$ cat config.mk
export PLATFORM = sky130hd
export DESIGN_NAME = prog_sqr_wav_meas
export DESIGN_NICKNAME = d
export VERILOG_FILES = /design/src/rtl/prog_sqr_wav_meas_pkg.sv /design/src/rtl/prog_sqr_wav_meas_sync_edge_det.sv /design/src/rtl/prog_sqr_wav_meas.sv
export SDC_FILE = /design/constraint.sdc
export NUM_CORES = 1
export LEC_CHECK = 0
export BUFFER_PORTS_ARGS = -buffer_cell sky130_fd_sc_hd__buf_2
export CELL_PAD_IN_SITES_DETAIL_PLACEMENT = 1
export CELL_PAD_IN_SITES_GLOBAL_PLACEMENT = 1
export CORE_UTILIZATION = 40
export DETAILED_ROUTE_END_ITERATION = 8
export PLACE_DENSITY = 0.73
export SYNTH_ARGS = -nofsm -noshare
export SYNTH_HDL_FRONTEND = slang
export SYNTH_SLANG_ARGS = --single-unit
$ cat constraint.sdc
create_clock -name clk -period 1.84 [get_ports clk]
set_input_delay 0.184 -clock clk [delete_from_list [all_inputs] [get_ports clk]]
set_output_delay 0.184 -clock clk [all_outputs]
set_load 0.01 [all_outputs]
$ cat src/rtl/prog_sqr_wav_meas_pkg.sv
// prog_sqr_wav_meas_pkg: FSM state encoding shared by the square-wave measurement block
package prog_sqr_wav_meas_pkg;
  typedef enum logic [1:0] {
    SYNC_WAIT = 2'd0,
    MEAS_HIGH = 2'd1,
    MEAS_LOW  = 2'd2
  } meas_state_e;
endpackage

$ cat src/rtl/prog_sqr_wav_meas_sync_edge_det.sv
// prog_sqr_wav_meas_sync_edge_det: 2-flop synchronizer plus delay flop with rise/fall detect
module prog_sqr_wav_meas_sync_edge_det (
  input  logic clk,
  input  logic reset_n,
  input  logic d_i,
  output logic lvl_o,
  output logic rise_o,
  output logic fall_o
);
  logic [2:0] s_q;
  always_ff @(posedge clk or negedge reset_n)
    if (!reset_n) s_q <= '0;
    else s_q <= {s_q[1:0], d_i};
  assign lvl_o  = s_q[1];
  assign rise_o = s_q[1] & ~s_q[2];
  assign fall_o = ~s_q[1] & s_q[2];
endmodule

$ cat src/rtl/prog_sqr_wav_meas.sv
// prog_sqr_wav_meas: measures square-wave high/low intervals in TICK_DIV-clock units
module prog_sqr_wav_meas
  import prog_sqr_wav_meas_pkg::*;
#(
  parameter int N        = 4,
  parameter int TICK_DIV = 5
) (
  input  logic         clk,
  input  logic         reset_n,
  input  logic         en_i,
  input  logic         sqr_wav_i,
  output logic [N-1:0] m_o,
  output logic [N-1:0] n_o,
  output logic         meas_valid_o,
  output logic         sat_o,
  output logic         stuck_o
);
  localparam int PW = $clog2(TICK_DIV);
  localparam logic [N-1:0]  MAX  = '1;
  localparam logic [PW-1:0] HALF = PW'((TICK_DIV + 1) / 2);
  localparam logic [PW-1:0] LAST = PW'(TICK_DIV - 1);

  logic lvl, rise, fall;
  meas_state_e state_q;
  logic [PW-1:0] pre_q, pre_d;
  logic [N-1:0] cnt_q, cnt_d, v, hi_val_q, m_q, n_q;
  logic sat_ph, hi_sat_q, valid_q, sat_q;

  prog_sqr_wav_meas_sync_edge_det u_sync (
    .clk    (clk),
    .reset_n(reset_n),
    .d_i    (sqr_wav_i),
    .lvl_o  (lvl),
    .rise_o (rise),
    .fall_o (fall)
  );

  // rounding only adds one when the count is not already pinned at MAX
  always_comb begin
    sat_ph = cnt_q == MAX;
    v      = sat_ph ? MAX : cnt_q + N'(pre_q >= HALF);
    pre_d  = pre_q == LAST ? '0 : pre_q + PW'(1);
    cnt_d  = pre_q == LAST && !sat_ph ? cnt_q + N'(1) : cnt_q;
  end

  always_ff @(posedge clk or negedge reset_n)
    if (!reset_n) begin
      state_q  <= SYNC_WAIT;
      pre_q    <= '0;
      cnt_q    <= '0;
      hi_val_q <= '0;
      hi_sat_q <= 1'b0;
      m_q      <= '0;
      n_q      <= '0;
      valid_q  <= 1'b0;
      sat_q    <= 1'b0;
    end else if (!en_i) begin
      state_q  <= SYNC_WAIT;
      pre_q    <= '0;
      cnt_q    <= '0;
      hi_val_q <= '0;
      hi_sat_q <= 1'b0;
      valid_q  <= 1'b0;
    end else begin
      valid_q <= 1'b0;
      if (state_q == SYNC_WAIT) begin
        if (rise) begin
          state_q <= MEAS_HIGH;
          pre_q   <= PW'(1);
          cnt_q   <= '0;
        end
      end else if (rise | fall) begin
        // the edge cycle is clock 1 of the phase that follows
        state_q <= lvl ? MEAS_HIGH : MEAS_LOW;
        pre_q   <= PW'(1);
        cnt_q   <= '0;
        if (lvl && state_q == MEAS_LOW) begin
          m_q     <= hi_val_q;
          n_q     <= v;
          sat_q   <= hi_sat_q | sat_ph;
          valid_q <= 1'b1;
        end
        if (!lvl) begin
          hi_val_q <= v;
          hi_sat_q <= sat_ph;
        end
      end else begin
        pre_q <= pre_d;
        cnt_q <= cnt_d;
      end
    end

  assign m_o          = m_q;
  assign n_o          = n_q;
  assign meas_valid_o = valid_q;
  assign sat_o        = sat_q;
  assign stuck_o      = state_q != SYNC_WAIT && cnt_q == MAX;
endmodule

Yosys cells after proc, flatten, opt, wreduce, memory -nomap -nowiden:

Cells that the tools add are included.

* flip-flop bits (word level): 27
* logic and storage cells: 68
* input bits: 4

* add/subtract/negate cells: 3
* bitwise gates (word level): 7
* equality and inequality tests: 9
* reduce and logical (&&, ||, !) cells: 10
* multiplexer cells: 28
* $lt $le $gt $ge: 1

Operator list (count)
* $mux W4: 10
* $mux W3: 5
* $mux W2: 5
* $mux W1: 8
* $add A4 B1 Y4: 1
* $add A4 B1 Y4 const B: 1
* $eq A4 B4 Y1 const B: 1
* $ne A2 B2 Y1 const B: 2
* $ne A4 B1 Y1 const B: 1
* $reduce_and A2 Y1: 2
* $reduce_and A4 Y1: 1
* $add A3 B1 Y3 const B: 1
* $eq A3 B3 Y1 const B: 1
* $ge A3 B2 Y1 const B: 1
* $logic_and A1 B1 Y1: 3
* $ne A3 B1 Y1 const B: 1
* $ne A3 B3 Y1 const B: 1
* $not A1 Y1: 3
* $reduce_and A3 Y1: 1
* $and A1 B1 Y1: 2
* $eq A2 B2 Y1 const B: 1
* $logic_not A2 Y1: 1
* $ne A2 B1 Y1 const B: 1
* $or A1 B1 Y1: 2
* 2 further kinds: 2

Logic depth before layout (Yosys ltp):

* depth after elaboration: 7
* gate-level depth with buffers: 9

Cells and area by module:

Synthesis repeated with hierarchy kept, for this count alone.

* cells, all modules: 125
* area, all modules: 1342.5 µm²

Modules (own cells, without submodules)
* prog_sqr_wav_meas: area an instance 1252.5 µm², times used 1, cells an instance 120
* prog_sqr_wav_meas_sync_edge_det: area an instance 90.1 µm², times used 1, cells an instance 5

Worst setup path after synthesis:

OpenSTA, ideal clock, no wires.

* path type: reg2reg
* start point: reg pre_q[0]
* end point: reg hi_val_q[2]
* setup slack: -0.029 ns
* data arrival time: 1.741 ns
* buffers on the path: 0
* stages on the path, launching flop included: 10
* library setup time: 0.128 ns
* clock period less this slack: 1.869 ns
* path through: dfrtp_1 > ha_1 > ha_1 > nor2_1 > o21ai_0 > ha_1 > ha_1 > or2_2 > o2111ai_1 > a21oi_1

* cells in the longest elaborated chain, start to end: 7

Ends and longest elaborated chain
* start: declaration: line prog_sqr_wav_meas.sv:25 `logic [PW-1:0] pre_q, pre_d;`
* start signal: assignment: line prog_sqr_wav_meas.sv:88 `pre_q <= pre_d;`
* $ge A3 B2 Y1: line prog_sqr_wav_meas.sv:41 `v = sat_ph ? MAX : cnt_q + N'(pre_q >= HALF);`
* $add A4 B1 Y4: line prog_sqr_wav_meas.sv:41
* $mux W4: line prog_sqr_wav_meas.sv:41
* $mux W4: line prog_sqr_wav_meas.sv:83 `if (!lvl) begin`
* $mux W4: line prog_sqr_wav_meas.sv:72 `end else if (rise | fall) begin`
* $mux W4: line prog_sqr_wav_meas.sv:66 `if (state_q == SYNC_WAIT) begin`
* $mux W4: line prog_sqr_wav_meas.sv:57 `end else if (!en_i) begin`
* end signal: assignment: line prog_sqr_wav_meas.sv:84 `hi_val_q <= v;`
* end: declaration: line prog_sqr_wav_meas.sv:26 `logic [N-1:0] cnt_q, cnt_d, v, hi_val_q, m_q, n_q;`

No other way between the ends. The select of a mux whose other input is x is not followed.
A chain may end at the register's enable or synchronous reset.

Worst setup path after layout:

* start point: reg pre_q[1]
* end point: reg n_q[1] (netlist: n_o[1])

* cells in the longest elaborated chain, start to end: 3

Ends and longest elaborated chain
* $ge A3 B2 Y1: line prog_sqr_wav_meas.sv:41
* $add A4 B1 Y4: line prog_sqr_wav_meas.sv:41
* $mux W4: line prog_sqr_wav_meas.sv:41
* end signal: assignment: line prog_sqr_wav_meas.sv:79 `n_q <= v;`
* end: declaration: line prog_sqr_wav_meas.sv:26

No other way between the ends.

==> metrics.md <==
| Metric | Value |
|---|---|
| Initial antenna violation count | `0` |
| Die area | `between 3000 and 4000 sq um` |
| Area contributors post-synth | `dfrtp_1 (50%), mux2_4 (6.7%), ha_1 (6.5%)` |
| Worst hold path type | `in -> reg` |
| Initial DRC Count | `31` |
| Fill cells | `346` |
| Startpoint Class | `flip-flop` |
| Data required, critical path | `about 2100 ps` |
| Crit Path Max Fanout | `2` |
| Vias in the first global route | `around 1.0k` |
| Drt drc | `0` |
| Final HPWL DP | `2.16 mm` |
| Count of final hold-check violations | `0` |
| DRT Pass-1 Iters | `4` |
| NetSw | `slightly above 0.0003 W` |
| Crit end category | `flip-flop` |
| Top_reg_cell synth | `dfrtp_1` |
| Top cell type's share of synthesized area | `50.1%` |
| Most numerous cell in the Yosys netlist | `dfrtp_1` |
| Minimum clock period | `1890 ps` |
| Hold path depth | `2` |
| Final setup margin | `-46.0 ps` |
| Fin. max-slew vios | `0` |
| R2r setup slk | `-50 ps` |
| Worst Skew | `10.6 ps` |
| Reg2reg end | `n_o[1]` |
| CTS buffer count | `3` |
| CTS clk-pin slew, worst paths | `roughly 160 ps` |
| Mapped Area | `1350 sq um` |
| Synth Area in Compound Gates | `14.8%` |
| Worst-path cell chain | `ha_2, ha_4, nor2_1, o21ai_1, ha_2, ha_4, inv_2, nand2_1, mux2_4` |
| Pwr dens | `between 600 and 700 nW/um^2` |
| Critical path endpoint | `n_o[1]` |
| Area delta synth->final | `21.6%` |
| Rows | `20` |
| Routed length per instance | `~16 um` |
| Fin cells | `slightly below 200` |
| Xor and xnor area share after synthesis | `0%` |
| Post-synth EDFFs | `0` |
| Synthesized Nets | `between 100 and 150` |
| Async SR Flop Fraction | `100%` |
| Pin count of the biggest net entering global routing | `28` |
| Placeable Area | `3130 sq um` |
| Final period utilization | `103%` |
| Max stage delay cell, worst path | `dfrtp_1` |
| Final Cell Area | `1640 sq um` |
| R2R depth | `9` |
| Die height | `between 60 and 70 um` |
| Total track usage | `20.0%` |
| CTS tree | `done` |
| Total gr overflow | `0` |
| Setup CP Type | `reg -> reg` |
| Fmax | `530 MHz` |
| Synth Register Bits | `27` |
| Mux contribution to synthesized area | `about a tenth` |
| Register area share after synthesis | `50.1%` |
| Final ANT Viol Nets | `0` |
| H-tree depth | `1` |
| Sequential power share | `59.6%` |
| Worst Tran Pin Value | `606 ps` |
| Peak VDD IR | `around 310 uV` |
| Post-Synth Simple-Gate Area | `roughly 14%` |
| Mapped Cells | `123` |
| Critical Path Max Stage Delay | `420 ps` |
| Placed cell count | `between 150 and 200` |
| Power Total | `0.00108 W` |
| Final Setup Violations | `2` |
| DR vias/cell | `roughly 5.4` |
| Fin Setup TNS | `-83.1 ps` |
| GP Congestion | `0.763` |
| Dpl cell area | `1510 sq um` |
| Crit path arrival time | `around 2100 ps` |
| Share of layout cells above drive strength 1 | `a little over a third` |
| Clock sinks | `27` |
| Sw frac | `28.3%` |
| First-pass GRT wire length | `5.10 mm` |
| Mean Syn Cell Area | `11.0 sq um` |
| Max_cap viols | `0` |
| Boundary Pins | `15` |
| Clock Power Share | `25.4%` |
| Failing checks | `negative setup slack` |
| Diode count | `0` |
| Post-Route WL | `3.16 mm` |
| Post-Synth Adder-Cell Area | `6.49%` |
| PortBufs | `14` |
| Cell taking the most area after synthesis | `dfrtp_1` |
| Critical Path Start | `pre_q[1]` |
| Clock buffer depth | `2` |
| CTS Root Cell | `clkbuf_4` |
| Chip width | `60.1 um` |
| Internal power | `0.000774 W` |
| Comb pwr share | `15.0%` |
| Status | `complete, but fails checks` |
| YS warnings | `0` |
| Main combinational cell family by area after synthesis | `compound AO/OA/AOI/OAI gates` |
| RSZ-0062 raised after global routing | `true` |
| Reg2reg start | `pre_q[1]` |
| Via count | `1,047` |
| Synth cell types | `35` |
| Final nets | `161` |
| Relative slew slack | `59.6%` |
| Clock Latency Late Sink | `340 ps` |
| Initial core utilization | `43.1%` |
| Leakage | `0.809 nW` |
| Top post-synthesis cells by count | `dfrtp_1 (27), inv_1 (11)` |
[layout make-up]
| class | count | area, sq um | share of cell area, % |
|---|---|---|---|
| clock inverter | 1 | 7.51 | 0.458 |
| clock buffer | 3 | 22.5 | 1.37 |
| multi-input combinational | 82 | 676 | 41.2 |
| timing repair buffer | 25 | 161 | 9.84 |
| tap | 44 | 55.1 | 3.36 |
| inverter | 11 | 41.3 | 2.52 |
| sequential | 27 | 677 | 41.3 |
[state kept, by name (all words and copies together), names as in the netlist]
signal,flops
cnt_q,4
hi_sat_q,1
hi_val_q,4
m_o,4
meas_valid_o,1
n_o,4
pre_q,3
sat_o,1
state_q,2
u_sync.s_q,3
[per-stage QoR]
stage	utilization, %	worst slack (ps)	hold slack [ps]
after floorplan	-	1.45	-112
after CTS	51.2	-15.0	123
after global routing	52.4	-104	120
after global placement	48.3	-31.5	229
after detailed placement	48.3	-89.2	232
final	52.4	-46.0	138
[worst min path at each step]
stage                       start  slack, ps        to
after global placement    reset_n        230    n_o[3]
after global routing         en_i        120  pre_q[0]
final                        en_i        140  pre_q[0]
after detailed placement  reset_n        230    n_o[1]
after floorplan           reset_n       -110  cnt_q[0]
after CTS                    en_i        120  pre_q[0]
[power groups by stage]
stage | logic (W) | registers (W) | clock network, W
6_report | 0.000162 | 0.000644 | 0.000275
5_1_grt | 0.000181 | 0.000648 | 0.000307
4_1_cts | 0.000161 | 0.000644 | 0.000286
3_5_place_dp | 0.000155 | 0.000656 | 0
3_3_place_gp | 0.000150 | 0.000654 | 0
2_1_floorplan | 0.0000767 | 0.000664 | 0
[critical path: cells and delay by family (launching register included)]
family / cells / cell delay, ps
AO/OA/AOI/OAI: 1 / 80
adder cells (fa/ha/maj): 4 / 830
buffers and inverters: 1 / 60
flip-flops: 1 / 420
multiplexers: 1 / 260
AND/OR/NAND/NOR: 2 / 120
[routing by layer]
layer | vias up | track usage [%] | share of wire [%] | routed length, um
met1 | 522 | 24.5 | 45 | 1410
met4 | 0 | 9.30 | 2.2 | 69
li1 | 496 | - | - | -
met3 | 6 | 2.81 | 2.6 | 83
met2 | 23 | 34.6 | 50 | 1590
met5 | - | 0 | 0 | 0
[cells in the final DEF, fill, tap and decap left out, types with 2 or more instances in the layout]
cell | synthesis | layout
nor3_1 | 2 | 2
a31oi_1 | 3 | 3
a21oi_1 | 6 | 6
nand3_1 | 7 | 5
buf_2 | 2 | 14
o31ai_1 | 2 | 2
nand2_1 | 7 | 7
nor2_1 | 6 | 6
dfrtp_1 | 27 | 26
a22oi_1 | 2 | 2
ha_1 | 7 | 2
nand2b_1 | 2 | 2
ha_4 | 0 | 2
inv_1 | 11 | 10
ha_2 | 0 | 3
clkbuf_4 | 0 | 3
dlygate4sd3_1 | 0 | 2
mux2i_1 | 4 | 3
o211ai_1 | 2 | 2
nand3_2 | 0 | 2
o21ai_0 | 7 | 5
mux2_4 | 6 | 6
buf_4 | 0 | 8
[cell families (layout without fill, tap and decap cells)]
logic type                 Yosys count  after routing
muxes                               10             10
AOI/OAI and AO/OA                   30             30
and+or+nand+nor                     35             35
adders and majority gates            7              7
buffers and inverters               14             40
DFF                                 27             27
[repair_timing]
item	in CTS	in global routing
hold buffers	2	0
setup endpoints to repair	4	7
setup buffers	1	1
pin swaps	1	7
endpoints found under the hold margin	28	0
resized for setup	10	7
(Power assumes the default switching activity.)
